[src/rtl/ecc_point_sequencer.sv]
// Affine EC point addition/doubling sequencer driving a GFAU through a fixed micro-op ROM.
// Latency: add/sub op 2 cycles, mult/div op GFAU latency + 1; inf/err shortcut done 3 cycles after start.
// Backpressure: start is ignored while busy; each GFAU op waits for its matching completion pulse.
//
// Ports:
//   i_clk, i_rst (async active-low)          clock and reset
//   start, x1, y1, x2, y2, curve_a           request and operands, sampled on accepted start
//   busy, done, x3, y3, inf, err             status and result (result holds until next done)
//   gfau_in_0, gfau_in_1, gfau_op, gfau_req  GFAU operand/operation drive
//   gfau_result, gfau_done_mult/div          GFAU result and per-operation completion
//
// Build option: define ECC_DOUBLE_EN to include the point-doubling program. Without it,
// doubling requests (P == Q, y != 0) finish immediately with err set.

module ecc_point_sequencer #(
    parameter int SIZE = 32
) (
    input  logic            i_clk,
    input  logic            i_rst,
    input  logic            start,
    input  logic [SIZE-1:0] x1,
    input  logic [SIZE-1:0] y1,
    input  logic [SIZE-1:0] x2,
    input  logic [SIZE-1:0] y2,
    input  logic [SIZE-1:0] curve_a,
    output logic            busy,
    output logic            done,
    output logic [SIZE-1:0] x3,
    output logic [SIZE-1:0] y3,
    output logic            inf,
    output logic            err,
    output logic [SIZE-1:0] gfau_in_0,
    output logic [SIZE-1:0] gfau_in_1,
    output logic [1:0]      gfau_op,
    output logic            gfau_req,
    input  logic [SIZE-1:0] gfau_result,
    input  logic            gfau_done_mult,
    input  logic            gfau_done_div
);

    // FSM states
    localparam logic [2:0] ST_IDLE     = 3'd0;
    localparam logic [2:0] ST_CLASSIFY = 3'd1;
    localparam logic [2:0] ST_EXEC     = 3'd2;
    localparam logic [2:0] ST_NEXT     = 3'd3;
    localparam logic [2:0] ST_FINISH   = 3'd4;

    // GFAU operation codes
    localparam logic [1:0] OP_ADD  = 2'd0;
    localparam logic [1:0] OP_SUB  = 2'd1;
    localparam logic [1:0] OP_MULT = 2'd2;
    localparam logic [1:0] OP_DIV  = 2'd3;

    // Register file indices
    localparam logic [2:0] RF_X1  = 3'd0;
    localparam logic [2:0] RF_Y1  = 3'd1;
    localparam logic [2:0] RF_X2  = 3'd2;
    localparam logic [2:0] RF_Y2  = 3'd3;
    localparam logic [2:0] RF_A   = 3'd4;
    localparam logic [2:0] RF_LAM = 3'd5;
    localparam logic [2:0] RF_T0  = 3'd6;
    localparam logic [2:0] RF_T1  = 3'd7;

    // Program boundaries in the ROM
    localparam logic [4:0] ADD_FIRST = 5'd0;
    localparam logic [4:0] ADD_LAST  = 5'd8;
`ifdef ECC_DOUBLE_EN
    localparam logic [4:0] DBL_FIRST = 5'd9;
    localparam logic [4:0] DBL_LAST  = 5'd20;
`endif

    // ROM entry layout: {op[10:9], srcA[8:6], srcB[5:3], dst[2:0]}
    function automatic logic [10:0] f_rom(input logic [4:0] pc);
        logic [10:0] e;
        e = '0;
        case (pc)
            // ADD: lam = (y2-y1)/(x2-x1); x3 = lam^2-x1-x2; y3 = lam*(x1-x3)-y1
            5'd0:  e = {OP_SUB,  RF_Y2,  RF_Y1,  RF_T0};
            5'd1:  e = {OP_SUB,  RF_X2,  RF_X1,  RF_T1};
            5'd2:  e = {OP_DIV,  RF_T0,  RF_T1,  RF_LAM};
            5'd3:  e = {OP_MULT, RF_LAM, RF_LAM, RF_T0};
            5'd4:  e = {OP_SUB,  RF_T0,  RF_X1,  RF_T0};
            5'd5:  e = {OP_SUB,  RF_T0,  RF_X2,  RF_T0};
            5'd6:  e = {OP_SUB,  RF_X1,  RF_T0,  RF_T1};
            5'd7:  e = {OP_MULT, RF_LAM, RF_T1,  RF_T1};
            5'd8:  e = {OP_SUB,  RF_T1,  RF_Y1,  RF_T1};
`ifdef ECC_DOUBLE_EN
            // DOUBLE: lam = (3*x1^2 + a)/(2*y1); tail reuses the ADD tail with X1 for X2
            5'd9:  e = {OP_MULT, RF_X1,  RF_X1,  RF_T0};
            5'd10: e = {OP_ADD,  RF_T0,  RF_T0,  RF_T1};
            5'd11: e = {OP_ADD,  RF_T1,  RF_T0,  RF_T1};
            5'd12: e = {OP_ADD,  RF_T1,  RF_A,   RF_T1};
            5'd13: e = {OP_ADD,  RF_Y1,  RF_Y1,  RF_T0};
            5'd14: e = {OP_DIV,  RF_T1,  RF_T0,  RF_LAM};
            5'd15: e = {OP_MULT, RF_LAM, RF_LAM, RF_T0};
            5'd16: e = {OP_SUB,  RF_T0,  RF_X1,  RF_T0};
            5'd17: e = {OP_SUB,  RF_T0,  RF_X1,  RF_T0};
            5'd18: e = {OP_SUB,  RF_X1,  RF_T0,  RF_T1};
            5'd19: e = {OP_MULT, RF_LAM, RF_T1,  RF_T1};
            5'd20: e = {OP_SUB,  RF_T1,  RF_Y1,  RF_T1};
`endif
            default: e = '0;
        endcase
        return e;
    endfunction

    logic [2:0]      r_state;
    logic [4:0]      r_pc;
    logic [4:0]      r_pc_last;
    logic [2:0]      r_dst;
    logic [SIZE-1:0] r_rf [0:7];
    logic            r_busy;
    logic            r_done;
    logic            r_inf;
    logic            r_err;
    logic [SIZE-1:0] r_x3;
    logic [SIZE-1:0] r_y3;
    logic [SIZE-1:0] r_in0;
    logic [SIZE-1:0] r_in1;
    logic [1:0]      r_op;

    logic            w_x_eq;
    logic            w_y_eq;
    logic            w_y_zero;
    logic [4:0]      w_pc_first;
    logic [4:0]      w_pc_last_sel;
    logic [4:0]      w_pc_load;
    logic [10:0]     w_rom;
    logic            w_cap;

    assign w_x_eq   = (r_rf[RF_X1] == r_rf[RF_X2]);
    assign w_y_eq   = (r_rf[RF_Y1] == r_rf[RF_Y2]);
    assign w_y_zero = (r_rf[RF_Y1] == '0);

`ifdef ECC_DOUBLE_EN
    logic w_dbl;
    assign w_dbl         = w_x_eq && w_y_eq && !w_y_zero;
    assign w_pc_first    = w_dbl ? DBL_FIRST : ADD_FIRST;
    assign w_pc_last_sel = w_dbl ? DBL_LAST  : ADD_LAST;
`else
    assign w_pc_first    = ADD_FIRST;
    assign w_pc_last_sel = ADD_LAST;
`endif

    // Operands for the next EXEC are fetched one cycle early (in CLASSIFY or NEXT) so
    // the GFAU inputs are registered and stable for the whole EXEC state.
    assign w_pc_load = (r_state == ST_CLASSIFY) ? w_pc_first : (r_pc + 5'd1);
    assign w_rom     = f_rom(w_pc_load);

    // Add/sub results are combinational in the GFAU; mult/div wait for their own pulse,
    // so a completion pulse of the wrong kind is simply ignored.
    assign w_cap = (r_state == ST_EXEC) &&
                   ((r_op == OP_ADD) || (r_op == OP_SUB) ||
                    ((r_op == OP_MULT) && gfau_done_mult) ||
                    ((r_op == OP_DIV)  && gfau_done_div));

    // Dropping req in the divider's completion cycle keeps it from re-arming.
    assign gfau_req = (r_state == ST_EXEC) && !gfau_done_div;

    assign busy      = r_busy;
    assign done      = r_done;
    assign inf       = r_inf;
    assign err       = r_err;
    assign x3        = r_x3;
    assign y3        = r_y3;
    assign gfau_in_0 = r_in0;
    assign gfau_in_1 = r_in1;
    assign gfau_op   = r_op;

    always_ff @(posedge i_clk or negedge i_rst) begin
        if (!i_rst) begin
            r_state   <= ST_IDLE;
            r_pc      <= '0;
            r_pc_last <= '0;
            r_dst     <= '0;
            r_busy    <= 1'b0;
            r_done    <= 1'b0;
            r_inf     <= 1'b0;
            r_err     <= 1'b0;
            r_x3      <= '0;
            r_y3      <= '0;
            r_in0     <= '0;
            r_in1     <= '0;
            r_op      <= '0;
            for (int i = 0; i < 8; i++) begin
                r_rf[i] <= '0;
            end
        end else begin
            r_done <= 1'b0;
            case (r_state)
                ST_IDLE: begin
                    if (start) begin
                        r_rf[RF_X1] <= x1;
                        r_rf[RF_Y1] <= y1;
                        r_rf[RF_X2] <= x2;
                        r_rf[RF_Y2] <= y2;
                        r_rf[RF_A]  <= curve_a;
                        r_inf       <= 1'b0;
                        r_err       <= 1'b0;
                        r_busy      <= 1'b1;
                        r_state     <= ST_CLASSIFY;
                    end
                end

                ST_CLASSIFY: begin
                    if (!w_x_eq) begin
                        r_pc      <= w_pc_load;
                        r_pc_last <= w_pc_last_sel;
                        r_op      <= w_rom[10:9];
                        r_in0     <= r_rf[w_rom[8:6]];
                        r_in1     <= r_rf[w_rom[5:3]];
                        r_dst     <= w_rom[2:0];
                        r_state   <= ST_EXEC;
                    end else if (!w_y_eq || w_y_zero) begin
                        // P == -Q, or tangent is vertical: result is the point at infinity
                        r_inf   <= 1'b1;
                        r_state <= ST_FINISH;
                    end else begin
`ifdef ECC_DOUBLE_EN
                        r_pc      <= w_pc_load;
                        r_pc_last <= w_pc_last_sel;
                        r_op      <= w_rom[10:9];
                        r_in0     <= r_rf[w_rom[8:6]];
                        r_in1     <= r_rf[w_rom[5:3]];
                        r_dst     <= w_rom[2:0];
                        r_state   <= ST_EXEC;
`else
                        r_err   <= 1'b1;
                        r_state <= ST_FINISH;
`endif
                    end
                end

                ST_EXEC: begin
                    if (w_cap) begin
                        r_rf[r_dst] <= gfau_result;
                        r_state     <= ST_NEXT;
                    end
                end

                ST_NEXT: begin
                    if (r_pc == r_pc_last) begin
                        r_state <= ST_FINISH;
                    end else begin
                        r_pc    <= w_pc_load;
                        r_op    <= w_rom[10:9];
                        r_in0   <= r_rf[w_rom[8:6]];
                        r_in1   <= r_rf[w_rom[5:3]];
                        r_dst   <= w_rom[2:0];
                        r_state <= ST_EXEC;
                    end
                end

                ST_FINISH: begin
                    r_x3    <= (r_inf || r_err) ? '0 : r_rf[RF_T0];
                    r_y3    <= (r_inf || r_err) ? '0 : r_rf[RF_T1];
                    r_done  <= 1'b1;
                    r_busy  <= 1'b0;
                    r_state <= ST_IDLE;
                end

                default: begin
                    r_state <= ST_IDLE;
                end
            endcase
        end
    end

endmodule
[config.mk]
export PLATFORM = sky130hd
export DESIGN_NAME = ecc_point_sequencer
export DESIGN_NICKNAME = d
export VERILOG_FILES = /design/src/rtl/ecc_point_sequencer.sv
export SDC_FILE = /design/constraint.sdc
export NUM_CORES = 1
export LEC_CHECK = 0
export CORE_MARGIN = 3
export CORE_UTILIZATION = 34
export CTS_BUF_LIST = sky130_fd_sc_hd__clkbuf_16
export DETAILED_ROUTE_END_ITERATION = 7
export PLACE_DENSITY = 0.63
export RECOVER_POWER = 50
export SLEW_MARGIN = 20
export SYNTH_ARGS = -nofsm -noshare
export SYNTH_HDL_FRONTEND = slang
export SYNTH_SLANG_ARGS = --single-unit
[constraint.sdc]
create_clock -name i_clk -period 2.85 [get_ports i_clk]
set_input_delay 0.4275 -clock i_clk [delete_from_list [all_inputs] [get_ports i_clk]]
set_output_delay 0.4275 -clock i_clk [all_outputs]
set_load 0.01 [all_outputs]
* After elaboration in Yosys (flattened, before gate mapping)
Memories as Yosys holds them, arrays and structs flattened.
Cells that the tools add are included.
** Word-level totals
- Word-level logic and storage cells :: 121
- Output and inout port bits :: 135
- Register bits after elaboration :: 402
- Input bits :: 197
- Memories kept :: 1
- Bits in read-only memories :: 176
- Bits in latches :: 0
- Bits in writable memories :: 0
** Memory list
- (no name shown) :: depth 16, width 11, read ports 1, clocked after memory_dff 0, write ports 0, line 76 : case (pc)
** Operators by class
- Muxes and demuxes :: 46
- Equal/unequal tests :: 17
- Shift operators :: 0
- Bitwise logic cells :: 4
- Reductions and logical operators :: 27
- Multiply operators :: 0
- Add/subtract/negate cells :: 1
- Div/mod/pow operators :: 0
- $lt $le $gt $ge :: 4
** Operators by type and width (number)
- 32-bit two-way mux :: 11
- 160-bit one-hot mux with 2 select lines :: 1
- 256-bit bitwise mux :: 1
- 256-bit two-way mux :: 1
- 32-bit binary-select mux with 3-bit select :: 2
- 160-bit two-way mux :: 1
- 32-bit one-hot mux with 2 select lines :: 2
- 32-bit demux with 3-bit select :: 1
- 32-bit equality test :: 2
- 32-bit zero test :: 1
- 3-bit two-way mux :: 6
- 5-bit two-way mux :: 3
- 4-bit >= comparator, second input constant :: 3
- 2-bit inequality test, second input constant :: 6
- 3-bit inverter with 4-bit output :: 3
- 3-bit one-hot mux with 4 select lines :: 1
- 11-bit two-way mux :: 1
- 5-bit one-hot mux with 2 select lines :: 1
- 2-bit AND reduction :: 4
- 4-bit AND reduction :: 2
- 2-bit nonzero test :: 4
- 1-bit two-way mux :: 7
- 3-bit by 2-bit equality test with 1-bit output, second input constant :: 2
- 1-bit one-hot mux with 2 select lines :: 3
- 18 further kinds :: 30

* Longest topological paths before layout
Gate-level depths: netlist of run 1.
An unclocked memory read counts as a cell.
- Depth after elaboration :: 10
- Mapped depth :: 14
- Gate-level depth less buffers :: 11

* Worst setup path before layout of run 1
No wires, ideal clock.
- Kind :: register to register
- From :: register r_pc[0]
- To :: register r_in0[30] (netlist: gfau_in_0[30])
- Data required time :: 2754 ps
- Path slack :: -63 ps
- Library setup time :: 96 ps
- Period minus slack after synthesis :: 2913 ps
- Buffers on the path :: 2
- Arrival time :: 2817 ps
- Cell stages (with the launch flop) :: 14
- Cell sequence :: dfrtp_1 > clkbuf_2 > inv_1 > ha_1 > nor2b_1 > inv_1 > ha_1 > a21oi_2 > nand2_1 > o21ai_2 > clkbuf_1 > nor3_1 > or3_1 > a311oi_2
** On the way
- Longest elaborated chain between the ends :: 10
- Elaborated cells between the ends (all ways) :: 14
- Classes of those cells :: add/sub (1); eq/ne (2); mux (8); bitwise (1); reduce/logical (1); memory (1)
** Ends and longest elaborated chain
- from (decl) :: line 108 : logic [4:0] r_pc;
- from (signal assigned) :: line 207 : r_pc <= w_pc_load;
- from (signal assigned) :: line 245 : r_pc <= w_pc_load;
- 5-bit by 1-bit adder with 5-bit output * :: line 147 : assign w_pc_load = (r_state == ST_CLASSIFY) ? w_pc_first : (r_pc + 5'd1);
- 5-bit two-way mux * :: line 147
- net w_pc_load[1] :: line 127 : logic [4:0] w_pc_load;
- memory read 16 x 11 bit *
- 11-bit two-way mux * :: line 76
- 3-bit inverter with 4-bit output (not written as such) * :: line 210, 247
- 32-bit binary-select mux with 3-bit select * :: line 210, 247
- 32-bit two-way mux (not written as such) * (2 in series) :: line 210, 247
- 32-bit two-way mux (on tied branches) :: line 242, 206
- 32-bit one-hot mux with 2 select lines * :: line 190 : case (r_state)
- to (signal assigned) :: line 210 : r_in0 <= r_rf[w_rom[8:6]];
- to (signal assigned) :: line 247 : r_in0 <= r_rf[w_rom[8:6]];
- to (decl) :: line 118 : logic [SIZE-1:0] r_in0;
The timed path passes the listed nets; every way through them passes the cells marked *. The select of a mux whose other input is x is not followed.
A chain may end at the register's enable or synchronous reset.

* Final worst setup path of run 1
- From :: register r_rf[168] in the netlist's numbering
- To :: register r_in0[31] (netlist: gfau_in_0[31])
** On the way
- Longest elaborated chain between the ends :: 3
** Ends and longest elaborated chain
- from (decl) :: line 111 : logic [SIZE-1:0] r_rf [0:7];
- from (signal, indexed assignment) :: line 194 : r_rf[RF_Y1] <= y1;
- from (signal, indexed assignment) :: line 196 : r_rf[RF_Y2] <= y2;
- from (signal, indexed assignment) :: line 197 : r_rf[RF_A] <= curve_a;
- 32-bit equality test :: line 131 : assign w_x_eq = (r_rf[RF_X1] == r_rf[RF_X2]);
- 2-bit inequality test (no line)
- 3-bit AND reduction (no line)
No other way between the ends.

==> impl_metrics.py, run 1 <==
metrics = {
    "critical_path": {
        "startpoint": "r_rf[168]",
        "ff2ff_setup_slack_ns": 0.05,
        "crit_fanout": 12,
        "end_kind": "flip-flop",
        "r2r-end": "gfau_in_0[31]",
        "required_ns": 3.31,
        "cp.arrival_ns": 3.26,
        "r2r_cells": 10,
        "startpoint_type": "flip-flop",
        "r2r-start": "r_rf[168]",
        "crit_end": "gfau_in_0[31]",
        "worst-setup-path-type": "flip-flop to flip-flop",
    },
    "global_route": {
        "grt_pass1_wl_um": 129000,
        "grt_max_degree": 142,
        "antenna_found_initial": 0,
        "grt_pass1_vias": 19900,
        "grt_usage_pct": 26.5,
        "grt_overflow": 0,
    },
    "placement": {
        "dpl.hpwl_um": 62600,
        "port_buffers": 331,
        "place_ws_ns": 0.0415,
        "placed_area_um2": 26100,
        "routabilityCongestion": 0.937,
    },
    "clock_network": {
        "numCtsBuffers": 45,
        "cts_tree": "done",
        "clkSinkCount": 402,
        "root_buffer": "clkbuf_16",
        "path_clk_slew_ns": 0.06,
        "cts_buffer_depth": 3,
        "clock_latency_ns": 0.59,
        "ctsHtreeMaxLevel": 2,
    },
    "floorplan": {
        "ioPinCount": 332,
        "fp.dieArea_um2": 65000,
        "dieHeight_um": 255,
        "fp.dieW_um": 255,
        "core_region_area_um2": 60800,
        "start_util_pct": 34.7,
        "rows": 90,
    },
    "yosys": {
        "ys_seq_area_share_pct": 47.7,
        "yosysTopAreaCellShare_pct": 47.7,
        "synth_seq_cells": 402,
        "yosysWarnings": 0,
        "synth.largest_area_cell": "dfrtp_1",
        "synthFlopType": "dfrtp_1",
        "synth_edf_count": 0,
        "async_reset_ff_share_pct": 100,
        "ys_types": 60,
        "syn-cell-area_um2": 21100,
        "postSynthAreaPerCell_um2": 9.69,
        "syn_nets": 2378,
        "postSynthCellCount": 2175,
        "ys_top_cells_by_area": "dfrtp_1 (48%), mux2_2 (7.1%), a32oi_1 (6.7%), nand2_1 (5.0%), a21oi_1 (4.0%)",
    },
    "sta": {
        "tns_ns": 0,
        "hold_viol": 0,
        "final_max_slew_viol_count": 53,
        "fmax_ghz": 0.358,
        "worst_slew_pin_slew_ns": 1.79,
        "holdWs_ns": 0.459,
        "fin_crit_ns": 2.80,
        "period_share_pct": 98.1,
        "relSlewSlack_pct": -19.5,
        "setup_viol": 0,
        "finalClockSkew_ns": 0.0256,
        "setup_slack_ns": 0.0545,
    },
    "routing": {
        "drc": 0,
        "via_per_inst": 6.09,
        "drt_iter0_markers": 2206,
        "vias": 20100,
        "ant_nets": 0,
        "drt-wirelength-per-cell_um": 26.9,
        "totalWireLength_um": 88600,
        "dr.pass1.iters": 6,
    },
    "run_status": {
        "status": "complete, but fails checks",
        "violations": "capacitance limit, slew limit",
    },
    "final_layout": {
        "syn2layout_area_growth_pct": 31.0,
        "n_antenna_cell": 0,
        "finalNetCount": 2685,
        "fillers": 5709,
        "final_design_area_no_fill_um2": 27600,
        "drive_above_1_share_pct": 14.9,
    },
    "flow_run": {
        "maxCapViolations": 1,
    },
    "power_and_ir_drop": {
        "leakagePower_nw": 11.5,
        "irDropWorstVdd_mv": 1.17,
        "power_density_nw_per_um2": 1670,
    },
    "min_path": {
        "hp-class": "flip-flop to flip-flop",
    },
}
worst min-delay path by stage:
stage / start / slack, ns / to / depth (start not counted)
after CTS: i_rst / 0.43 / gfau_in_1[3] / 2
after detailed placement: i_rst / 0.44 / x3[2] / 1
after global routing: y3[31] / 0.48 / y3[31] / 2
after global placement: i_rst / 0.44 / x3[2] / 1
final: x3[4] / 0.46 / x3[4] / 2
after floorplan: i_rst / 0.13 / busy / 0
worst max-delay path, stage by stage, from the launching register on:
cell and delay, ns:
dfrtp_1 0.46, xnor2_1 0.41, buf_4 0.19, nand4_1 0.19
nor4_1 0.33, buf_4 0.18, a31o_4 0.18, nand2b_1 0.19
buf_4 0.25, a221oi_1 0.08, a311oi_1 0.24
metal layers:
| metal | GRT usage, % | vias to the layer above | wire, um |
|---|---|---|---|
| met5 | 0 | - | 0 |
| met4 | 10.3 | 0 | 3660 |
| met3 | 4.64 | 192 | 7590 |
| met2 | 41.9 | 1164 | 40500 |
| met1 | 36.4 | 10100 | 36900 |
| li1 | - | 8664 | - |
placed cells by master, fill, tap and decap left out, drive strengths merged, types with 31 or more instances in the layout:
cell,instances
nor3,39
clkdlybuf4s50,284
nand3,67
mux2i,35
a32oi,160
o41ai,32
and2,31
xor2,36
nor2b,33
nor2,210
or3,32
dlygate4sd3,47
mux2,132
and3,33
dfrtp,402
a221oi,32
clkbuf,57
a21oi,170
a311oi,32
xnor2,35
buf,115
o22ai,32
nand2,281
o2bb2ai,32
synthesized netlist by cell type, types with 4 or more instances:
cell / number
buf_2: 36
buf_1: 6
a21oi_1: 167
ha_1: 6
xor2_1: 34
nand2_1: 280
inv_1: 14
or3_1: 32
nor4_1: 19
and3_1: 32
o31ai_1: 4
mux2i_1: 35
nand3_1: 67
a211oi_1: 28
o22ai_1: 32
o41ai_1: 32
o2bb2ai_1: 32
dfrtp_1: 402
nand4_1: 13
a32oi_1: 160
o21ai_0: 11
nor2b_1: 33
nor2_1: 210
mux2_2: 132
clkbuf_1: 141
nor3_1: 37
xnor2_1: 33
nand2b_1: 6
and2_1: 31
a311oi_1: 31
buf_4: 8
a221oi_1: 32
state kept, by name (all words and copies together), names as in the netlist:
name / count
busy: 1
done: 1
err: 1
gfau_in_0: 32
gfau_in_1: 32
gfau_op: 2
inf: 1
r_dst: 3
r_pc: 5
r_pc_last: 1
r_rf: 256
r_state: 3
x3: 32
y3: 32
cells by family after synthesis:
family | count (synthesis) | share of synthesized area [%]
compound gates | 546 | 19.0
xor+xnor | 71 | 3.20
fa+ha+maj | 6 | 0.356
buf+inv | 210 | 4.22
flops | 402 | 47.7
mux | 167 | 8.72
simple gates | 773 | 16.7
power by group:
group,switching (mW),internal [mW],total [mW]
registers,3.28,8.60,11.9
logic,16.3,12.0,28.3
clock network,2.45,3.43,5.88
metrics by stage:
stage | utilization (%) | power (mW) | instances
finish | 45.4 | 46.1 | 3299
global route | 45.4 | 48.5 | 3299
CTS | 45.3 | 45.0 | 3293
detailed placement | 42.9 | 39.0 | 3211
global placement | 42.9 | 38.5 | 3211
floorplan | - | 27.2 | 2175
layout make-up:
class / instances / area (um^2) / share of cell area, %
sequential: 402 / 10100 / 36.4
timing repair buffer: 456 / 4700 / 17.0
inverter: 14 / 52.6 / 0.190
clock inverter: 35 / 290 / 1.05
clock buffer: 47 / 1180 / 4.26
tap: 782 / 978 / 3.54
multi-input combinational: 1563 / 10400 / 37.5
timing repair:
item | CTS | global route
endpoints found under the setup margin | 1 | 64
hold buffers | 1 | 0
setup buffers | 0 | 4
endpoints found under the hold margin | 44 | 0
gates resized for setup | 0 | 16
pin swaps | 0 | 4
cloned | 0 | 2
Power figures use the tool's default switching activity.
==> run 2: changes to the inputs <==
--- a/config.mk
+++ b/config.mk
@@ -5,10 +5,12 @@
 export SDC_FILE = /design/constraint.sdc
 export NUM_CORES = 1
 export LEC_CHECK = 0
+export CAP_MARGIN = 40
 export CORE_MARGIN = 3
 export CORE_UTILIZATION = 34
 export CTS_BUF_LIST = sky130_fd_sc_hd__clkbuf_16
 export DETAILED_ROUTE_END_ITERATION = 7
+export GPL_ROUTABILITY_DRIVEN = 1
 export PLACE_DENSITY = 0.63
 export RECOVER_POWER = 50
 export SLEW_MARGIN = 20
==> results of run 2 <==
No change in the layout: final DEF, timing and power equal those of run 1.
